[config.mk]
export PLATFORM = sky130hd
export DESIGN_NAME = fetch_unit_flat
export DESIGN_NICKNAME = d
export VERILOG_FILES = /design/src/rtl/fetch_unit_if.sv /design/src/rtl/fetch_unit.sv /design/src/flat_wrapper.sv
export SDC_FILE = /design/constraint.sdc
export NUM_CORES = 1
export LEC_CHECK = 0
export BUFFER_PORTS_ARGS = -buffer_cell sky130_fd_sc_hd__buf_2
export CAP_MARGIN = 20
export CORE_ASPECT_RATIO = 1.2
export CORE_MARGIN = 2
export CORE_UTILIZATION = 40
export DETAILED_ROUTE_END_ITERATION = 6
export MAX_ROUTING_LAYER = met4
export PLACE_DENSITY_LB_ADDON = 0.3
export SYNTH_ARGS = -nofsm -noshare
export SYNTH_HDL_FRONTEND = slang
export SYNTH_SLANG_ARGS = --single-unit
export TNS_END_PERCENT = 30
[constraint.sdc]
create_clock -name clk -period 3.3 [get_ports clk]
set_clock_uncertainty 0.15 [all_clocks]
set_input_delay 0.165 -clock clk [delete_from_list [all_inputs] [get_ports clk]]
set_output_delay 0.165 -clock clk [all_outputs]
set_load 0.005 [all_outputs]
[src/rtl/fetch_unit_if.sv]
// Fetch-stage bus bundle: ROM port, branch redirect and the instruction handshake to decode.
// master is the fetch unit, slave is the ROM/execute/decode side.
interface fetch_unit_if #(
    parameter int unsigned DATA_WIDTH = 16,
    parameter int unsigned ADDR_WIDTH = 8
);
    logic [ADDR_WIDTH-1:0] rom_addr;
    logic [DATA_WIDTH-1:0] rom_data;
    logic                  branch_en;
    logic [ADDR_WIDTH-1:0] branch_target;
    logic                  instr_valid;
    logic                  instr_ready;
    logic [DATA_WIDTH-1:0] instr;
    logic [DATA_WIDTH-1:0] instr_ext;
    logic                  instr_two;
    logic [ADDR_WIDTH-1:0] instr_pc;

    modport master (
        output rom_addr,
        input  rom_data,
        input  branch_en,
        input  branch_target,
        output instr_valid,
        input  instr_ready,
        output instr,
        output instr_ext,
        output instr_two,
        output instr_pc
    );

    modport slave (
        input  rom_addr,
        output rom_data,
        output branch_en,
        output branch_target,
        input  instr_valid,
        output instr_ready,
        input  instr,
        input  instr_ext,
        input  instr_two,
        input  instr_pc
    );
endinterface

[src/rtl/fetch_unit.sv]
// Instruction fetch: owns the PC, drives the ROM, merges two-word opcodes into one packet and
// hands packets to decode over valid/ready. Branch redirects from execute take priority.
module fetch_unit #(
    parameter int unsigned           DATA_WIDTH = 16,
    parameter int unsigned           ADDR_WIDTH = 8,
    parameter logic [ADDR_WIDTH-1:0] PC_RESET   = '0
) (
    input logic          clk,
    input logic          rst_n,
    fetch_unit_if.master bus
);
    localparam logic [DATA_WIDTH-1:0] LDS_MASK = DATA_WIDTH'(16'hFC0F);
    localparam logic [DATA_WIDTH-1:0] LDS_OPC  = DATA_WIDTH'(16'h9000);
    localparam logic [DATA_WIDTH-1:0] JMP_MASK = DATA_WIDTH'(16'hFE0C);
    localparam logic [DATA_WIDTH-1:0] JMP_OPC  = DATA_WIDTH'(16'h940C);

    typedef enum logic [0:0] {StW0, StW1} state_e;

    state_e                state_q, state_d;
    logic [ADDR_WIDTH-1:0] pc_q, pc_d;
    logic [ADDR_WIDTH-1:0] fetch_pc_q, fetch_pc_d;
    logic                  fetch_vld_q, fetch_vld_d;
    logic                  instr_valid_q, instr_valid_d;
    logic [DATA_WIDTH-1:0] instr_q, instr_d;
    logic [DATA_WIDTH-1:0] instr_ext_q, instr_ext_d;
    logic                  instr_two_q, instr_two_d;
    logic [ADDR_WIDTH-1:0] instr_pc_q, instr_pc_d;
    logic [DATA_WIDTH-1:0] pend_w_q, pend_w_d;
    logic [ADDR_WIDTH-1:0] pend_pc_q, pend_pc_d;

    logic accept;
    logic take;
    logic is_two;

    always_comb begin
        accept = !instr_valid_q || bus.instr_ready;
        take   = fetch_vld_q && ((state_q == StW1) || accept);
        is_two = ((bus.rom_data & LDS_MASK) == LDS_OPC) ||
                 ((bus.rom_data & JMP_MASK) == JMP_OPC);
    end

    // Whenever fetch_vld_q is set, pc_q already points one past fetch_pc_q. A refused word is
    // re-requested, and the successor already in flight is dropped so it cannot overtake it.
    always_comb begin
        fetch_pc_d  = pc_q;
        fetch_vld_d = !bus.branch_en && !(fetch_vld_q && !take);
        if (bus.branch_en) begin
            pc_d = bus.branch_target;
        end else if (fetch_vld_q && !take) begin
            pc_d = fetch_pc_q;
        end else begin
            pc_d = pc_q + ADDR_WIDTH'(1);
        end
    end

    always_comb begin
        state_d       = state_q;
        instr_valid_d = instr_valid_q;
        instr_d       = instr_q;
        instr_ext_d   = instr_ext_q;
        instr_two_d   = instr_two_q;
        instr_pc_d    = instr_pc_q;
        pend_w_d      = pend_w_q;
        pend_pc_d     = pend_pc_q;

        if (instr_valid_q && bus.instr_ready) begin
            instr_valid_d = 1'b0;
        end

        unique case (state_q)
            StW0: begin
                if (take) begin
                    if (is_two) begin
                        pend_w_d  = bus.rom_data;
                        pend_pc_d = fetch_pc_q;
                        state_d   = StW1;
                    end else begin
                        instr_valid_d = 1'b1;
                        instr_d       = bus.rom_data;
                        instr_ext_d   = '0;
                        instr_two_d   = 1'b0;
                        instr_pc_d    = fetch_pc_q;
                    end
                end
            end
            StW1: begin
                // Entering StW1 always empties the output slot, so the merged packet never
                // has to wait for decode.
                if (take) begin
                    instr_valid_d = 1'b1;
                    instr_d       = pend_w_q;
                    instr_ext_d   = bus.rom_data;
                    instr_two_d   = 1'b1;
                    instr_pc_d    = pend_pc_q;
                    state_d       = StW0;
                end
            end
            default: state_d = StW0;
        endcase

        if (bus.branch_en) begin
            instr_valid_d = 1'b0;
            state_d       = StW0;
            pend_w_d      = '0;
            pend_pc_d     = '0;
        end
    end

    always_ff @(posedge clk or negedge rst_n) begin
        if (!rst_n) begin
            state_q       <= StW0;
            pc_q          <= PC_RESET;
            fetch_pc_q    <= '0;
            fetch_vld_q   <= 1'b0;
            instr_valid_q <= 1'b0;
            instr_q       <= '0;
            instr_ext_q   <= '0;
            instr_two_q   <= 1'b0;
            instr_pc_q    <= '0;
            pend_w_q      <= '0;
            pend_pc_q     <= '0;
        end else begin
            state_q       <= state_d;
            pc_q          <= pc_d;
            fetch_pc_q    <= fetch_pc_d;
            fetch_vld_q   <= fetch_vld_d;
            instr_valid_q <= instr_valid_d;
            instr_q       <= instr_d;
            instr_ext_q   <= instr_ext_d;
            instr_two_q   <= instr_two_d;
            instr_pc_q    <= instr_pc_d;
            pend_w_q      <= pend_w_d;
            pend_pc_q     <= pend_pc_d;
        end
    end

    assign bus.rom_addr    = pc_q;
    assign bus.instr_valid = instr_valid_q;
    assign bus.instr       = instr_q;
    assign bus.instr_ext   = instr_ext_q;
    assign bus.instr_two   = instr_two_q;
    assign bus.instr_pc    = instr_pc_q;
endmodule

[src/flat_wrapper.sv]
// flat-port wrapper written by rule: the top's interface ports become plain ports
module fetch_unit_flat 
#(
    parameter int unsigned           DATA_WIDTH = 16,
    parameter int unsigned           ADDR_WIDTH = 8,
    parameter logic [ADDR_WIDTH-1:0] PC_RESET   = '0
)
  (clk, rst_n, bus_rom_addr, bus_rom_data, bus_branch_en, bus_branch_target, bus_instr_valid, bus_instr_ready, bus_instr, bus_instr_ext, bus_instr_two, bus_instr_pc);
  fetch_unit_if #(.DATA_WIDTH(DATA_WIDTH), .ADDR_WIDTH(ADDR_WIDTH)) bus_i ();
  input logic clk;
  input logic rst_n;
  output wire logic [$bits(bus_i.rom_addr)-1:0] bus_rom_addr;
  input wire logic [$bits(bus_i.rom_data)-1:0] bus_rom_data;
  input wire logic [$bits(bus_i.branch_en)-1:0] bus_branch_en;
  input wire logic [$bits(bus_i.branch_target)-1:0] bus_branch_target;
  output wire logic [$bits(bus_i.instr_valid)-1:0] bus_instr_valid;
  input wire logic [$bits(bus_i.instr_ready)-1:0] bus_instr_ready;
  output wire logic [$bits(bus_i.instr)-1:0] bus_instr;
  output wire logic [$bits(bus_i.instr_ext)-1:0] bus_instr_ext;
  output wire logic [$bits(bus_i.instr_two)-1:0] bus_instr_two;
  output wire logic [$bits(bus_i.instr_pc)-1:0] bus_instr_pc;
  assign bus_rom_addr = bus_i.rom_addr;
  assign bus_i.rom_data = bus_rom_data;
  assign bus_i.branch_en = bus_branch_en;
  assign bus_i.branch_target = bus_branch_target;
  assign bus_instr_valid = bus_i.instr_valid;
  assign bus_i.instr_ready = bus_instr_ready;
  assign bus_instr = bus_i.instr;
  assign bus_instr_ext = bus_i.instr_ext;
  assign bus_instr_two = bus_i.instr_two;
  assign bus_instr_pc = bus_i.instr_pc;
  fetch_unit #(.DATA_WIDTH(DATA_WIDTH), .ADDR_WIDTH(ADDR_WIDTH), .PC_RESET(PC_RESET)) u_core (.clk(clk), .rst_n(rst_n), .bus(bus_i));
endmodule
==> reports/qor.log <==
qor: run_status.outcome completed
qor: timing.rsz_0062_raised_after_global_routing false
qor: logic_synthesis.synthesis.area 3862 sq um
qor: global_route.initial_antenna_violation_count 0
qor: global_route.global_route_wire_length_before_repair 13.15 mm
qor: placement.port_buffers 77
qor: clock_tree.post-cts-setup-buffer-count 0
qor: detailed_routing.drt_iter0_drc 105
qor: clock_tree.cts_tree built
qor: detailed_routing.route.antenna.remaining_nets 0
qor: cells_and_area.drive_gt1_frac 0.3964
qor: floorplan.fp.dieW 93.71 um
qor: floorplan.start_util 0.4080
qor: floorplan.core.rowCount 39
qor: detailed_routing.route.met3.wl 389 um
qor: worst_hold_path.hold_class primary input to async pin
qor: worst_setup_path.worst_setup_path_start_kind primary input
qor: worst_setup_path.data_arrival_time_of_the_critical_path 2540 ps
qor: floorplan.dieArea 10460 sq um
qor: cells_and_area.areaGrowthSynthToFinish 27.15%
qor: worst_setup_path.ws_path_type primary input to flop
qor: logic_synthesis.ys_seq_area_frac 0.5442
qor: logic_synthesis.synthArstFlopShare 1.000
qor: logic_synthesis.synth_seq_cells 84
qor: timing.post-route-period-util 0.7514
qor: detailed_routing.drc_errors 0
qor: placement.placed_area 4309 sq um
qor: clock_tree.cts_num_sinks 84
qor: detailed_routing.viasPerCell 4.965
qor: global_route.grt-ovfl-total 0
qor: logic_synthesis.synth.net_count 315
qor: logic_synthesis.synth_cell_type_count 36
qor: detailed_routing.met1Wirelength 3.836 mm
qor: logic_synthesis.yosysWarningCount 0
qor: detailed_routing.drt-total-wl 7.928 mm
qor: clock_tree.tritoncts.num_buffers 9
qor: timing.slew_at_the_pin_with_the_worst_max_slew_slack 840.6 ps
qor: worst_setup_path.r2r_setup_slack 920 ps
qor: cells_and_area.final_instance_area 4911 sq um
qor: global_route.number_of_global_route_vias_before_repair 2539
qor: clock_tree.cts.root.buffer_cell sky130_fd_sc_hd__clkbuf_16
qor: detailed_routing.dr.pass1.iters 4
qor: timing.setup_viol_count_final 0
qor: logic_synthesis.netlist_instances 286
qor: floorplan.core 9467 sq um
qor: detailed_routing.route.met2.wl 3.607 mm
qor: clock_tree.htree_levels 3
qor: worst_setup_path.worstPathMaxFanout 24
qor: timing.setup_total_negative_slack 0 ps
qor: logic_synthesis.synth_top_area_cell sky130_fd_sc_hd__dfrtp_1
qor: logic_synthesis.syn_area_per_cell 13.51 sq um
qor: timing.slew-limit-headroom 0.4396
qor: logic_synthesis.dominantRegCellSynth sky130_fd_sc_hd__dfrtp_1
qor: timing.final-hold-violation-count 0
qor: pwr.power_density 522.7 nW/um^2
qor: detailed_routing.vias 2552
qor: global_route.pin_count_of_the_biggest_net_entering_global_routing 85
qor: logic_synthesis.ys_top_cells_by_area sky130_fd_sc_hd__dfrtp_1 (54%), sky130_fd_sc_hd__mux2_2 (8.5%), sky130_fd_sc_hd__mux2_4 (7.8%), sky130_fd_sc_hd__nand2b_1 (6.3%), sky130_fd_sc_hd__mux2i_1 (5.7%)
qor: timing.min_period 2479 ps
qor: global_route.grtUsageTotal 0.1661
qor: placement.dp.final_hpwl 5.090 mm
qor: floorplan.die_height 111.6 um
qor: timing.maxSlewViolCount 0
qor: clock_tree.clock_insertion_delay_worst_skew 330 ps
qor: job.maxCapViolCount 0
qor: detailed_routing.top_signal_layer_used met4
qor: worst_setup_path.endpoint_kind flop
qor: cells_and_area.design.final.nets 416
qor: timing.max_clk_rate 403.3 MHz
qor: placement.gp_congestion 0.7399
qor: logic_synthesis.synth_enable_flop_cells 0
qor: detailed_routing.wl_per_cell 15.42 um
qor: floorplan.top_level_ports 78
qor: cells_and_area.antenna_cells 0
qor: worst_setup_path.critical_path_required 3360 ps
qor: pwr.ir_drop 0.3226 mV
qor: clock_tree.clk_path_buf_depth 2
qor: logic_synthesis.synth_top_area_share 0.5442
qor: pwr.leakagePower 2.299 nW
qor: clock_tree.clk_pin_slew 60 ps
-- cell usage in the layout, fill, tap and decap left out --
master and instances:
sky130_fd_sc_hd__o21ai_0 6, sky130_fd_sc_hd__a22o_1 16, sky130_fd_sc_hd__mux2_2 29, sky130_fd_sc_hd__nor2_1 4
sky130_fd_sc_hd__clkbuf_16 9, sky130_fd_sc_hd__mux2i_1 22, sky130_fd_sc_hd__buf_2 76, sky130_fd_sc_hd__buf_16 1
sky130_fd_sc_hd__nor3_1 3, sky130_fd_sc_hd__a21oi_1 3, sky130_fd_sc_hd__nand2_1 6, sky130_fd_sc_hd__inv_6 1
sky130_fd_sc_hd__xnor2_1 3, sky130_fd_sc_hd__o21ba_2 3, sky130_fd_sc_hd__mux2_4 20, sky130_fd_sc_hd__nor4b_4 1
sky130_fd_sc_hd__nand2b_1 39, sky130_fd_sc_hd__nor3b_1 4, sky130_fd_sc_hd__o21ai_2 1, sky130_fd_sc_hd__xor2_1 3
sky130_fd_sc_hd__bufinv_16 2, sky130_fd_sc_hd__a221o_1 1, sky130_fd_sc_hd__o21a_2 1, sky130_fd_sc_hd__dlygate4sd3_1 26
sky130_fd_sc_hd__ha_1 1, sky130_fd_sc_hd__dfrtp_1 84, sky130_fd_sc_hd__a21o_1 1, sky130_fd_sc_hd__buf_4 5
sky130_fd_sc_hd__and2_1 1, sky130_fd_sc_hd__nand3_1 4, sky130_fd_sc_hd__a221oi_1 2, sky130_fd_sc_hd__clkinvlp_4 2
sky130_fd_sc_hd__clkinv_2 1, sky130_fd_sc_hd__and3_1 2, sky130_fd_sc_hd__and4bb_2 1, sky130_fd_sc_hd__inv_1 2
sky130_fd_sc_hd__nor3b_2 1, sky130_fd_sc_hd__nand3b_2 1, sky130_fd_sc_hd__nor2b_1 2, sky130_fd_sc_hd__and4b_1 1
-- cell type report --
cell class              instances  area, sq um
inverters                       2        7.507
repair buffers                108        705.7
multi-input cells             182         1628
fillers                       838         4556
flip-flops and latches         84         2102
clock buffers                   9        225.2
well taps                     123        153.9
clock inverters                 6        88.84
-- synthesized netlist by cell type, drive strengths merged, types with 2 or more instances --
cell type / count
nand3: 4
inv: 2
nor3b: 5
and3: 2
a21oi: 3
clkbuf: 9
nor2: 4
dfrtp: 84
nor2b: 2
nand2b: 39
xor2: 3
o21ba: 3
o21ai: 7
a22o: 16
buf: 9
mux2i: 22
mux2: 49
nor3: 3
nand2: 6
a221oi: 2
xnor2: 3
-- power breakdown --
group	internal, mW	total (mW)	switching [mW]
combinational	0.200	0.339	0.139
sequential	1.11	1.17	0.0577
clock	0.660	1.06	0.403
total	1.97	2.57	0.600
-- what timing repair did --
| item | 4_1_cts | 5_1_grt |
|---|---|---|
| endpoints found under the setup margin | 0 | 0 |
| hold endpoints to repair | 120 | 0 |
| hold buffers | 26 | 0 |
| resized for setup | 0 | 0 |
-- cells by family after synthesis --
logic type / synth area share
fa+ha+maj: 0.003239
mux: 0.2193
flops: 0.5442
compound gates: 0.06900
simple gates: 0.1147
xor+xnor: 0.01361
buf+inv: 0.03595
-- worst max-delay path, cell delays in order --
cell	delay, ps
sky130_fd_sc_hd__dlygate4sd3_1	530
sky130_fd_sc_hd__buf_2	150
sky130_fd_sc_hd__and4b_1	190
sky130_fd_sc_hd__a21oi_1	330
sky130_fd_sc_hd__o21a_2	760
sky130_fd_sc_hd__mux2_2	410
-- state kept, by name, indices dropped and copies added (netlist names) --
name,flops
u_core.fetch_pc_q,8
u_core.bus.instr_ext,16
u_core.bus.instr_two,1
u_core.state_q,1
u_core.fetch_vld_q,1
u_core.pend_pc_q,8
u_core.bus.rom_addr,8
u_core.bus.instr_pc,8
u_core.pend_w_q,16
u_core.bus.instr_valid,1
u_core.bus.instr,16
-- per-stage QoR --
stage | utilization | worst slack, ps | hold WS [ps] | power (mW) | std cells
after floorplan | - | 1385 | -280.6 | 1.362 | 286
after global placement | 0.4552 | 973.1 | 222.5 | 1.499 | 472
after detailed placement | 0.4552 | 898.6 | 226.3 | 1.501 | 472
after CTS | 0.5159 | 791.6 | 165.8 | 2.589 | 513
after global routing | 0.5188 | 696.8 | 82.02 | 2.690 | 514
final | 0.5188 | 820.5 | 75.56 | 2.567 | 514
-- metal layers --
metal | GRT usage | vias up
li1 | - | 1211
met1 | 0.2225 | 1259
met2 | 0.2471 | 70
met3 | 0.03992 | 12
met4 | 0.05894 | 0
met5 | - | -
-- path summary, 6_finish.rpt --
| check | endpoint | cells past startpoint | from |
|---|---|---|---|
| max | u_core.bus.instr[15]$_DFFE_PN0P_ | 6 | bus_rom_data[10] |
| min | u_core.bus.instr_ext[4]$_DFFE_PN0P_ | 2 | rst_n |
| max reg2reg | u_core.bus.instr[15]$_DFFE_PN0P_ | 4 | u_core.state_q$_DFF_PN0_ |
| min reg2reg | u_core.fetch_pc_q[7]$_DFF_PN0_ | 0 | u_core.bus.rom_addr[7]$_DFF_PN0_ |
| max in group asynchronous | u_core.pend_w_q[15]$_DFFE_PN0P_ | 3 | rst_n |
| min in group clk | u_core.bus.rom_addr[2]$_DFF_PN0_ | 3 | bus_branch_en |
(Power assumes the default switching activity.)
